--- config.mk ---
export PLATFORM = sky130hd
export DESIGN_NAME = lif_chain
export DESIGN_NICKNAME = d
export VERILOG_FILES = /design/src/rtl/lif_chain.sv
export SDC_FILE = /design/constraint.sdc
export NUM_CORES = 1
export LEC_CHECK = 0
export CAP_MARGIN = 20
export CELL_PAD_IN_SITES_DETAIL_PLACEMENT = 0
export CELL_PAD_IN_SITES_GLOBAL_PLACEMENT = 2
export CORE_ASPECT_RATIO = 0.6
export CORE_MARGIN = 5
export CORE_UTILIZATION = 28
export CTS_CLUSTER_SIZE = 12
export DETAILED_ROUTE_END_ITERATION = 8
export DONT_BUFFER_PORTS = 1
export PLACE_DENSITY_LB_ADDON = 0.1
export SYNTH_ARGS = -nofsm -noshare
export SYNTH_HDL_FRONTEND = slang
export SYNTH_SLANG_ARGS = --single-unit
export TNS_END_PERCENT = 100
--- constraint.sdc ---
create_clock -name clk -period 7.8 [get_ports clk]
set_input_delay 1.56 -clock clk [delete_from_list [all_inputs] [get_ports clk]]
set_output_delay 1.56 -clock clk [all_outputs]
set_load 0.02 [all_outputs]
--- src/rtl/lif_chain.sv ---
// Feed-forward chain of leaky integrate-and-fire neurons. Neuron 0 integrates isyn;
// each later neuron receives WEIGHT whenever its predecessor fired on the previous step.
module lif_chain #(
  parameter int          N_NEURONS  = 3,
  parameter int          W          = 8,
  parameter int          LEAK_SHIFT = 2,
  parameter int          REFRAC     = 2,
  parameter logic [W-1:0] WEIGHT    = W'(255),
  localparam int         SEL_W      = (N_NEURONS > 1) ? $clog2(N_NEURONS) : 1
) (
  input  logic                 clk,
  input  logic                 rst_n,
  input  logic                 step,
  input  logic [W-1:0]         isyn,
  input  logic [W-1:0]         thresh,
  input  logic                 cnt_clr,
  input  logic [SEL_W-1:0]     mon_sel,
  output logic [N_NEURONS-1:0] spike,
  output logic [W-1:0]         mon_v,
  output logic [15:0]          spike_cnt
);

  localparam int             RW       = (REFRAC > 0) ? $clog2(REFRAC + 1) : 1;
  localparam logic [RW-1:0]  REFRAC_V = RW'(REFRAC);

  logic [W-1:0]         v_q [N_NEURONS];
  logic [W-1:0]         v_d [N_NEURONS];
  logic [RW-1:0]        r_q [N_NEURONS];
  logic [RW-1:0]        r_d [N_NEURONS];
  logic [N_NEURONS-1:0] spike_q, spike_d;
  logic [15:0]          cnt_q, cnt_d;

  for (genvar i = 0; i < N_NEURONS; i++) begin : g_neuron
    logic [W-1:0]  in_i;
    logic [W-1:0]  leaked;
    logic [W:0]    sum_raw;
    logic [W-1:0]  sum_sat;
    logic          fire;
    logic [W-1:0]  v_nxt;
    logic [RW-1:0] r_nxt;
    logic          spk_nxt;

    // Stage inputs come from the registered spike of the previous stage.
    if (i == 0) begin : g_head
      assign in_i = isyn;
    end else begin : g_tail
      assign in_i = spike_q[i-1] ? WEIGHT : '0;
    end

    assign leaked  = v_q[i] - (v_q[i] >> LEAK_SHIFT);
    assign sum_raw = {1'b0, leaked} + {1'b0, in_i};
    assign sum_sat = sum_raw[W] ? {W{1'b1}} : sum_raw[W-1:0];
    assign fire    = (sum_sat >= thresh);

    always_comb begin
      v_nxt   = v_q[i];
      r_nxt   = r_q[i];
      spk_nxt = 1'b0;
      if (step) begin
        if (r_q[i] != '0) begin
          r_nxt = r_q[i] - RW'(1);
          v_nxt = '0;
        end else if (fire) begin
          spk_nxt = 1'b1;
          v_nxt   = '0;
          r_nxt   = REFRAC_V;
        end else begin
          v_nxt = sum_sat;
        end
      end
    end

    assign v_d[i]     = v_nxt;
    assign r_d[i]     = r_nxt;
    assign spike_d[i] = spk_nxt;
  end

  // Count tracks the spike being registered this edge; clear wins over increment.
  always_comb begin
    cnt_d = cnt_q;
    if (cnt_clr) begin
      cnt_d = '0;
    end else if (spike_d[N_NEURONS-1]) begin
      cnt_d = cnt_q + 16'd1;
    end
  end

  always_ff @(posedge clk or negedge rst_n) begin
    if (!rst_n) begin
      for (int i = 0; i < N_NEURONS; i++) begin
        v_q[i] <= '0;
        r_q[i] <= '0;
      end
      spike_q <= '0;
      cnt_q   <= '0;
    end else begin
      for (int i = 0; i < N_NEURONS; i++) begin
        v_q[i] <= v_d[i];
        r_q[i] <= r_d[i];
      end
      spike_q <= spike_d;
      cnt_q   <= cnt_d;
    end
  end

  always_comb begin
    mon_v = '0;
    for (int i = 0; i < N_NEURONS; i++) begin
      if (int'(mon_sel) == i) begin
        mon_v = v_q[i];
      end
    end
  end

  assign spike     = spike_q;
  assign spike_cnt = cnt_q;

endmodule

==> impl_metrics.env <==
export IMPL_ys_flop_type="dfrtp_1"
export IMPL_yosysTopAreaCellShare_pct=24.1
export IMPL_start_kind="flip-flop"
export IMPL_yosys_top_cells_area="dfrtp_1, ha_1, inv_1, mux2_2, a21oi_1"
export IMPL_antenna_found_initial=0
export IMPL_fin_crit_ns=5.47
export IMPL_critPathArrivalTime_ns=5.66
export IMPL_drt_iter0_markers=183
export IMPL_grt_pass1_vias=4292
export IMPL_synth_most_common_cell="ha_1"
export IMPL_ant_nets=0
export IMPL_drive_gt1_share_pct=5.59
export IMPL_synth_fp_nets=694
export IMPL_drt_wl_total_mm=15.3
export IMPL_dpl_hpwl_mm=12.6
export IMPL_rows=38
export IMPL_n_antenna_cell=0
export IMPL_status="completed"
export IMPL_max_freq_ghz=0.183
export IMPL_fin_setup_tns_ns=0
export IMPL_core_area_um2=18000
export IMPL_start_util_pct=28.3
export IMPL_die_area_um2=21000
export IMPL_ios=49
export IMPL_synth_avg_cell_area_um2=8.58
export IMPL_postCtsHoldBufs=0
export IMPL_grt_usage_pct=14.6
export IMPL_slew_viol_final=0
export IMPL_yosysSeqAreaShare_pct=24.1
export IMPL_cp_required_ns=7.99
export IMPL_numCtsBuffers=5
export IMPL_cts_root_buf="clkbuf_16"
export IMPL_place_gp_congestion=0.803
export IMPL_cts_num_sinks=49
export IMPL_drv_cap=0
export IMPL_slew_headroom_pct=49.3
export IMPL_final_util_pct=30.6
export IMPL_dieHeight_um=114
export IMPL_cts_tree="done"
export IMPL_setup_viol=0
export IMPL_synth_area_um2=5090
export IMPL_cts_setup_buffers=0
export IMPL_dr_pass1_iters=4
export IMPL_wl_per_cell_um=18.4
export IMPL_synth_edf_count=0
export IMPL_layout_nets=690
export IMPL_synth_async_reset_ratio_pct=100
export IMPL_num_vias=4332
export IMPL_finalHoldViolations=0
export IMPL_via_per_inst=5.22
export IMPL_path_max_fanout=8
export IMPL_clock_latency_ns=0.30
export IMPL_synth_cell_types=58
export IMPL_syn_inst=593
export IMPL_ys_warnings_count=0
export IMPL_grt_max_degree=50
export IMPL_drc=0
export IMPL_hold_class="flip-flop to flip-flop"
export IMPL_cp_end_kind="flip-flop"
export IMPL_tightestPinTransition_ns=0.752
export IMPL_cts_resized=0
export IMPL_ys_top_cells_by_count="ha_1, inv_1, dfrtp_1"
export IMPL_synth_largest_area_cell="dfrtp_1"
export IMPL_rsz0062_at_grt="false"
export IMPL_syn2layout_area_growth_pct=8.27
export IMPL_clockBufferDepth=2
export IMPL_clock_skew_ns=0.0131
export IMPL_clkTransAtPathRegs_ns=0.08
export IMPL_die_w_um=184
export IMPL_ys_ff_latch=49
export IMPL_min_period_over_period_pct=70.1
export IMPL_grt_pass1_wl_mm=24.3
export IMPL_port_buffers=0
export IMPL_grt_overflow=0
export IMPL_htree_levels=2
export IMPL_worstSetupPathType="flip-flop to flip-flop"
metal layers:
layer	part of all wire, %	GRT usage [%]	up-vias
li1	-	-	2193
met1	58	24.5	2065
met2	37	19.3	67
met3	4.7	2.89	7
met4	0.24	1.48	0
met5	0	0	-
sequential cells by signal, summed over array words and instances, names as in the netlist:
register and count:
spike 3, v_q 24, spike_cnt 16, r_q 6
cell usage in the layout (no fill, tap or decap), types with 5 or more instances in the layout:
cell type / netlist / routed
mux2i_1: 12 / 12
ha_1: 73 / 73
a211o_1: 6 / 6
nand2_1: 32 / 32
and4_1: 5 / 5
or3_1: 5 / 5
o211ai_1: 7 / 7
mux2_2: 18 / 18
o21a_1: 5 / 5
inv_1: 68 / 68
fa_1: 6 / 6
a211oi_1: 10 / 10
and2_1: 5 / 5
clkbuf_16: 0 / 5
o21ai_0: 32 / 32
nor2_1: 35 / 35
and3_1: 7 / 7
a21oi_1: 34 / 34
xnor2_1: 15 / 15
a32o_1: 11 / 11
nor3b_1: 8 / 8
nor4_1: 11 / 11
a21o_1: 11 / 11
dfrtp_1: 49 / 49
a21boi_0: 5 / 5
nand3_1: 16 / 16
o22ai_1: 11 / 11
nor3_1: 16 / 16
nor2b_1: 23 / 23
cells by family (layout without fill, tap and decap cells):
group	count (synthesis)	in the layout	synth area share [%]
AND/OR/NAND/NOR	180	180	18.9
AO/OA/AOI/OAI	160	160	21.6
adder cells (fa/ha/maj)	79	79	20.3
buffers and inverters	79	76	5.98
flip-flops	49	49	24.1
multiplexers	30	30	6.35
XOR/XNOR	16	16	2.76
final cells by class:
cell class / count / area [µm²]
Sequential cell: 49 / 1230
Clock buffer: 5 / 125
Tap cell: 240 / 300
Multi-Input combinational cell: 465 / 3560
Clock inverter: 3 / 43.8
Fill cell: 1918 / 12500
Inverter: 68 / 255
per-stage QoR:
step | instance area [µm²] | std cells | hold slack [ns] | setup slack, ns
2_1_floorplan | 5090 | 593 | 0.481 | 3.00
5_1_grt | 5510 | 830 | 0.542 | 1.87
3_3_place_gp | 5340 | 822 | 0.490 | 2.48
3_5_place_dp | 5340 | 822 | 0.503 | 2.29
6_report | 5510 | 830 | 0.520 | 2.33
4_1_cts | 5510 | 830 | 0.519 | 2.29
final timing paths:
kind / from / end / slack [ns] / cells past startpoint
setup / recovery: v_q[3]$_DFFE_PN0P_ / spike_cnt[15]$_DFFE_PN0P_ / 2.33 / 18
hold / removal: r_q[0]$_DFFE_PN0P_ / r_q[0]$_DFFE_PN0P_ / 0.52 / 1
setup reg to reg: v_q[3]$_DFFE_PN0P_ / spike_cnt[15]$_DFFE_PN0P_ / 2.33 / 18
hold reg to reg: r_q[0]$_DFFE_PN0P_ / r_q[0]$_DFFE_PN0P_ / 0.52 / 1
max in group asynchronous: rst_n / r_q[0]$_DFFE_PN0P_ / 6.71 / 0
min in group asynchronous: rst_n / v_q[1]$_DFFE_PN0P_ / 0.95 / 0
critical path, cell delays in order, from the launching register on:
cell and delay, ns:
dfrtp_1 0.45, inv_1 0.07, ha_1 0.26, nor2b_1 0.13, o21a_1 0.17, o21ai_0 0.28, nand2_1 0.09, o311ai_0 0.41
ha_1 0.37, a21o_1 0.19, a211o_1 0.32, o22a_2 0.24, or4_4 0.55, ha_1 0.30, nand2_1 0.05, o21ai_1 0.43
nand3_1 0.39, a211oi_1 0.31, mux2_2 0.36
Power is left out: the tool's default activity adds up to more than one toggle a clock period on the data nets, which glitch-free logic cannot reach.
